## src/rtl/cpu_pipe_pkg.sv

```systemverilog
// Shared types and helpers for the CPU pipeline-stage registers.
// Occupancy encoding and its decode live here so every stage counts alike.
package cpu_pipe_pkg;

  typedef enum logic [1:0] {
    PS_EMPTY = 2'd0,
    PS_ONE   = 2'd1,
    PS_FULL  = 2'd2
  } pipe_state_t;

  localparam int PIPE_MAX_OCC = 2;

  // Occupancy decode; the unused 2'b11 encoding reads as empty.
  function automatic logic [1:0] occ_of(input pipe_state_t s);
    case (s)
      PS_ONE:  return 2'd1;
      PS_FULL: return 2'd2;
      default: return 2'd0;
    endcase
  endfunction

endpackage

```

## src/rtl/pipe_stage_ctrl.sv

```systemverilog
// Handshake controller for pipe_stage_reg: occupancy FSM, ready/valid decode
// and the load enables that steer the data registers in the parent.
module pipe_stage_ctrl
  import cpu_pipe_pkg::*;
#(
  parameter int unsigned SKID = 1
) (
  input  logic       clk,
  input  logic       rst,
  input  logic       in_valid,
  input  logic       out_ready,
  input  logic       flush,
  output logic       in_ready,
  output logic       out_valid,
  output logic [1:0] count,
  output logic       load_main_from_in,
  output logic       load_main_from_skid,
  output logic       load_skid
);

  localparam bit HAS_SKID = (SKID != 0);

  pipe_state_t state;
  pipe_state_t state_nxt;
  logic        in_fire;
  logic        out_fire;

  assign out_valid = (state != PS_EMPTY);
  assign count     = occ_of(state);

  generate
    if (HAS_SKID) begin : g_ready_skid
      // Pure decode of the state flop: no path from out_ready to in_ready.
      assign in_ready = (state != PS_FULL);
    end else begin : g_ready_pass
      assign in_ready = !out_valid || out_ready;
    end
  endgenerate

  assign in_fire  = in_valid && in_ready;
  assign out_fire = out_valid && out_ready;

  always_comb begin
    // NOTE: every output of this block is given a default first so no path
    // leaves it unassigned; that is what keeps latches from being inferred.
    state_nxt           = state;
    load_main_from_in   = 1'b0;
    load_main_from_skid = 1'b0;
    load_skid           = 1'b0;

    case (state)
      PS_EMPTY: begin
        if (in_fire) begin
          state_nxt         = PS_ONE;
          load_main_from_in = 1'b1;
        end
      end
      PS_ONE: begin
        if (in_fire && (out_fire || !HAS_SKID)) begin
          load_main_from_in = 1'b1;
        end else if (in_fire) begin
          state_nxt = PS_FULL;
          load_skid = 1'b1;
        end else if (out_fire) begin
          state_nxt = PS_EMPTY;
        end
      end
      PS_FULL: begin
        if (!HAS_SKID) begin
          state_nxt = PS_EMPTY;
        end else if (out_fire) begin
          state_nxt           = PS_ONE;
          load_main_from_skid = 1'b1;
        end
      end
      default: state_nxt = PS_EMPTY;
    endcase

    // Flush discards everything held plus any same-edge input; the data
    // registers keep their contents since they are don't-care while empty.
    if (flush) begin
      state_nxt           = PS_EMPTY;
      load_main_from_in   = 1'b0;
      load_main_from_skid = 1'b0;
      load_skid           = 1'b0;
    end
  end

  always_ff @(posedge clk or negedge rst) begin
    // NOTE: sequential state is updated with non-blocking assignments so all
    // flops sample their inputs from before the edge, independent of order.
    if (!rst) state <= PS_EMPTY;
    else      state <= state_nxt;
  end

endmodule

```

## src/rtl/pipe_stage_reg.sv

```systemverilog
// Pipeline-stage register with valid/ready handshake, synchronous flush and
// an optional two-entry skid buffer (SKID=1) for registered in_ready.
module pipe_stage_reg
  import cpu_pipe_pkg::*;
#(
  parameter int unsigned      WIDTH   = 32,
  parameter logic [WIDTH-1:0] RST_VAL = '0,
  parameter int unsigned      SKID    = 1
) (
  input  logic             clk,
  input  logic             rst,
  input  logic             in_valid,
  output logic             in_ready,
  input  logic [WIDTH-1:0] in_data,
  output logic             out_valid,
  input  logic             out_ready,
  output logic [WIDTH-1:0] out_data,
  input  logic             flush,
  output logic [1:0]       count
);

  logic             load_main_from_in;
  logic             load_main_from_skid;
  logic             load_skid;
  logic [WIDTH-1:0] main_q;
  logic [WIDTH-1:0] skid_q;

  pipe_stage_ctrl #(
    .SKID(SKID)
  ) u_ctrl (
    .clk                (clk),
    .rst                (rst),
    .in_valid           (in_valid),
    .out_ready          (out_ready),
    .flush              (flush),
    .in_ready           (in_ready),
    .out_valid          (out_valid),
    .count              (count),
    .load_main_from_in  (load_main_from_in),
    .load_main_from_skid(load_main_from_skid),
    .load_skid          (load_skid)
  );

  always_ff @(posedge clk or negedge rst) begin
    // NOTE: the data registers are reset as well, so out_data shows RST_VAL
    // rather than X out of reset; plain pipeline data could skip this.
    if (!rst) begin
      main_q <= RST_VAL;
    end else if (load_main_from_skid) begin
      main_q <= skid_q;
    end else if (load_main_from_in) begin
      main_q <= in_data;
    end
  end

  generate
    if (SKID != 0) begin : g_skid
      always_ff @(posedge clk or negedge rst) begin
        if (!rst)           skid_q <= RST_VAL;
        else if (load_skid) skid_q <= in_data;
      end
    end else begin : g_no_skid
      // Single-entry build: load_skid and load_main_from_skid never assert.
      logic skid_unused;
      assign skid_unused = load_skid;
      assign skid_q      = RST_VAL;
    end
  endgenerate

  assign out_data = main_q;

endmodule

```

## config.mk

```make
export PLATFORM = sky130hd
export DESIGN_NAME = pipe_stage_reg
export DESIGN_NICKNAME = d
export VERILOG_FILES = /design/src/rtl/cpu_pipe_pkg.sv /design/src/rtl/pipe_stage_ctrl.sv /design/src/rtl/pipe_stage_reg.sv
export SDC_FILE = /design/constraint.sdc
export NUM_CORES = 1
export LEC_CHECK = 0
export BUFFER_PORTS_ARGS = -buffer_cell sky130_fd_sc_hd__buf_2
export CAP_MARGIN = 20
export CORE_MARGIN = 2
export CORE_UTILIZATION = 50
export DETAILED_ROUTE_END_ITERATION = 6
export MAX_ROUTING_LAYER = met4
export PLACE_DENSITY = 0.71
export SKIP_LAST_GASP = 1
export SLEW_MARGIN = 5
export SYNTH_ARGS = -nofsm -noshare
export SYNTH_HDL_FRONTEND = slang
export SYNTH_SLANG_ARGS = --single-unit
```

## constraint.sdc

```tcl
create_clock -name clk -period 2.3 [get_ports clk]
set_input_delay 0.23 -clock clk [delete_from_list [all_inputs] [get_ports clk]]
set_output_delay 0.23 -clock clk [all_outputs]
set_load 0.05 [all_outputs]
```

Word level (Yosys, flattened, before mapping). Cells that the tools add are included.

Register bits: 66. Input port bits: 37. Word-level logic and storage cells: 37.

Equality and inequality tests: 7. Muxes and demuxes: 20. Reduce and logical (&&, ||, !) cells: 7.

Operators with widths (number): 32-bit two-way mux (2); 2-bit two-way mux (6); 1-bit two-way mux (9); 3-bit by 2-bit != test with 1-bit output, second input constant (2); 2-bit one-hot mux with 3 select lines (1); 4-bit by 2-bit != test with 1-bit output, second input constant (1); 2-bit one-hot mux with 2 select lines (1); 4-bit AND reduction (1); 2-bit nonzero test (2); 1-bit logical AND (3); 3-bit != test, second input constant (1); 2-bit by 1-bit equality test with 1-bit output, second input constant (1); 2-bit equality test, second input constant (1); 2-bit logical NOT (1); 2-bit != test, second input constant (1); 1-bit one-hot mux with 2 select lines (1).

Longest topological paths before layout.
Word-level depth: 8. Depth in mapped cells: 6. Gate-level depth less buffers: 5.

By module. From an unflattened synthesis, not the netlist that was laid out.

Cells, all modules: 223. Area total of the unflattened synthesis: 2996.6 um^2.

Modules (own cells, without submodules): pipe_stage_reg (times used 1, cells each 207, area each 2857.7 um^2, sequential area each 1601.5 um^2); pipe_stage_ctrl (times used 1, cells each 16, area each 138.9 um^2, sequential area each 50.0 um^2).

Least setup slack after synthesis. No wires, ideal clock.

Kind: register -> register. Start: reg u_ctrl.state[0]. End: reg main_q[10] (netlist: out_data[10]). Arrival time: 1.976 ns. Required time: 2.175 ns. Slack: 0.199 ns. Cell stages (with the launch flop): 7. Period minus slack after synthesis: 2.101 ns. Cells stage by stage: dfrtp_1 > nor2b_4 > inv_2 > nor2_4 > buf_6 > mux2_4 > mux2_2.

Longest elaborated chain between the ends: 7.

RTL lines: start: declaration (RTL line pipe_stage_ctrl.sv:23) `pipe_state_t state;`; start signal: assignment (RTL line pipe_stage_ctrl.sv:93) `else state <= state_nxt;`; 2-bit != test * (RTL line pipe_stage_ctrl.sv:34) `assign in_ready = (state != PS_FULL);`; net in_ready (RTL line pipe_stage_reg.sv:13) `output logic in_ready,`; 1-bit logical AND * (RTL line pipe_stage_ctrl.sv:40) `assign in_fire = in_valid && in_ready;`; 1-bit logical AND (RTL line pipe_stage_ctrl.sv:59) `if (in_fire && (out_fire || !HAS_SKID)) begin`; 1-bit two-way mux (RTL line pipe_stage_ctrl.sv:59); 1-bit one-hot mux with 2 select lines * (RTL line pipe_stage_ctrl.sv:51) `case (state)`; 1-bit two-way mux * (RTL line pipe_stage_ctrl.sv:81) `if (flush) begin`; 2-bit nonzero test (no line) *; end signal: assignment (RTL line pipe_stage_reg.sv:50) `main_q <= skid_q;`; end signal: assignment (RTL line pipe_stage_reg.sv:52) `main_q <= in_data;`; end: declaration (RTL line pipe_stage_reg.sv:25) `logic [WIDTH-1:0] main_q;`.

The timed path passes the listed nets; every way through them passes the cells marked *. A chain may end at the register's enable or synchronous reset.

Worst setup path after layout.
Start: reg u_ctrl.state[0]. End: reg main_q[0] (netlist: out_data[0]).

Longest elaborated chain between the ends: 7.

RTL lines (RTL line): 2-bit != test / 2-bit nonzero test (equally long branches) (pipe_stage_ctrl.sv:34, pipe_stage_ctrl.sv:28); 1-bit logical AND, on equally long branches (pipe_stage_ctrl.sv:40, pipe_stage_ctrl.sv:41); 1-bit logical AND (pipe_stage_ctrl.sv:59); 1-bit two-way mux (pipe_stage_ctrl.sv:59); 1-bit one-hot mux with 2 select lines (pipe_stage_ctrl.sv:51); 1-bit two-way mux (pipe_stage_ctrl.sv:81); 2-bit nonzero test (no line).

Parallel ways exist; a longest one is shown, timed or not.

==> summary.txt <==
Status
  – Outcome: finished clean

Setup path
  – Crit start category: flip-flop
  – Critical path capture point type: flip-flop
  – Crit Path Max Fanout: 16
  – Critical Path AT: 2090 ps
  – WS Path Type: flip-flop to flip-flop
  – Worst path required time: 2510 ps

CTS
  – Sink Count: 66
  – Cts hold-fix bufs: 1
  – CTS max path bufs: 2
  – Post-CTS sizing: 0
  – Post-CTS Setup Repair Bufs: 0
  – Skew-Pair Late Insertion Delay: 320 ps
  – CTS root buf: clkbuf_8
  – H-tree Lvls: 3
  – CTS buffer count: 9
  – Clk slew on worst S/H paths: 70 ps
  – CTS tree: done

Global routing
  – First-pass GRT wire length: 8.51 mm
  – GRT Util Overall: 0.176
  – Initial antenna violation count: 0
  – Largest net degree at the start of global routing: 67
  – Total grt overflow: 0
  – Vias in the first global route: 1,847

Detailed routing
  – Via count: 1,753
  – Max Used Layer: met4
  – Met2 wire length: 2.33 mm
  – WL met3: 297 µm
  – Post-Route WL: 5.07 mm
  – DRT antenna net count: 0
  – 1st-iter DRT viols: 34
  – Vias per inst: 5.01
  – Wire per inst: 14.5 µm
  – DRC errors left: 0
  – First drt pass iteration count: 2
  – Met1 WL: 2.34 mm

Power
  – PwrDens: 965 nW/µm²
  – LEAKAGE: 1.76 nW
  – Max IR drop VDD: 0.530 mV
  – Pwr Total: 3.60 mW

Finish
  – ANT cells: 0
  – Fin nets: 307
  – Share of post-route cells with drive strength above 1: 0.705
  – FF+latch area: 1650 µm²
  – Area occupied by multi-input gates: 1330 µm²
  – # fillers: 454
  – Layout area overhead: 22.8%

STA
  – RSZ-0062 raised after global routing: false
  – Clock Skew: 2.40 ps
  – Total negative setup slack: 0 ps
  – Final Max Slew Viols: 0
  – Fmax: 534 MHz
  – Post-route minimum period: 1870 ps
  – Setup violations, final: 0
  – Fin crit share: 0.815
  – Worst-margin pin slew: 462 ps
  – Slew margin rel.: 0.692
  – Final hold vios: 0

Yosys
  – Synthesized cell area: 3040 µm²
  – Flip-flop and latch count after synthesis: 66
  – Syn_area_per_cell: 16.1 µm²
  – Asr flop ratio synth: 1.00
  – Top-area cell type share of the netlist area: 0.543
  – Yosys top cell by area: dfrtp_1
  – Mapped Cells: 189
  – Cell variety after synth: 22
  – Syn nets: 226
  – Sequential area share after synthesis: 0.543
  – Area contributors post-synth: dfrtp_1, mux2_2, mux2_4
  – Post-synth top flop: dfrtp_1
  – EDFF count, synth: 0
  – Yosys warns: 0

Floorplan
  – Num rows: 28
  – Die height: 82.0 µm
  – Die footprint: 6720 µm²
  – Core area: 5890 µm²
  – IO Count: 73
  – Initial Utilization: 0.516
  – Chip width: 82.0 µm

Place
  – Routability cong.: 0.721
  – DP HPWL: 3.54 mm
  – # port buffers: 72

Flow run
  – Max_cap viols: 0

Hold path
  – Min-Delay Path Class: input pin to flip-flop
-- state kept, by name (all words and copies together) (netlist names) --
register      flops
out_data         32
skid_q           32
u_ctrl.state      2
-- cell type report --
cell class	instances	share of cell area
clock buffers	11	0.0379
clock inverters	5	0.0208
inverters	1	0.00101
multi-input cells	113	0.355
flip-flops and latches	66	0.442
well taps	75	0.0251
repair buffers	79	0.118
-- worst max-delay path, cell delays in order, from the launching register on --
cell	delay, ps
dfrtp_1	470
nor2b_4	190
inv_2	70
nor2_4	100
buf_4	300
mux2_1	360
mux2_2	270
-- through the flow --
step / cells / hold WS, ps / setup slack, ps / utilization / cell area, µm²
after CTS: 350 / 118 / 404 / 0.634 / 3730
after global placement: 333 / 277 / 457 / 0.595 / 3500
after detailed placement: 333 / 278 / 427 / 0.595 / 3500
final: 350 / 140 / 426 / 0.634 / 3730
after floorplan: 189 / -65.6 / 199 / - / 3040
after global routing: 350 / 128 / 319 / 0.634 / 3730
-- cell usage in the layout, fill, tap and decap left out, types with 2 or more instances in the layout --
| cell type | Yosys | final |
|---|---|---|
| nor2_1 | 3 | 3 |
| buf_2 | 3 | 72 |
| buf_4 | 3 | 4 |
| mux2_4 | 30 | 30 |
| clkbuf_8 | 0 | 10 |
| mux2_1 | 2 | 2 |
| buf_12 | 0 | 2 |
| nand2b_1 | 2 | 2 |
| mux2_2 | 64 | 64 |
| clkinv_2 | 0 | 2 |
| dfrtp_1 | 66 | 66 |
| bufinv_16 | 0 | 2 |
-- power by group --
group / leakage, nW / switching (mW) / internal [mW]
Clock: 0.109 / 0.415 / 0.636
Sequential: 0.793 / 0.130 / 1.44
Combinational: 0.857 / 0.612 / 0.376
Total: 1.76 / 1.16 / 2.45
-- worst paths after layout --
path | slack [ps] | start | endpoint | cells after the start
setup / recovery | 430 | u_ctrl.state[0] | out_data[0] | 6
hold / removal | 140 | flush | u_ctrl.state[0] | 2
setup reg to reg | 430 | u_ctrl.state[0] | out_data[0] | 6
hold reg to reg | 500 | out_data[14] | out_data[14] | 1
max in group asynchronous | 1580 | rst | out_data[11] | 3
min in group asynchronous | 450 | rst | out_data[28] | 3
-- logic make-up after synthesis --
group                  Yosys count  share of synthesized area
and+or+nand+nor                 12                     0.0259
buffers and inverters           10                     0.0247
AOI/OAI and AO/OA                4                    0.00988
muxes                           97                      0.396
DFF                             66                      0.543
-- synth_stat cells, types with 2 or more instances --
library cell and n:
buf_2 3, buf_4 3, buf_6 3, dfrtp_1 66, mux2_1 2, mux2_2 64, mux2_4 30, nand2b_1 2
nor2_1 3
-- layer usage --
layer	GRT usage	vias to the layer above
met5	-	-
met2	0.265	50
li1	-	831
met1	0.223	862
met4	0.0800	0
met3	0.0462	10
No activity file was read; power rests on OpenSTA's default activity.
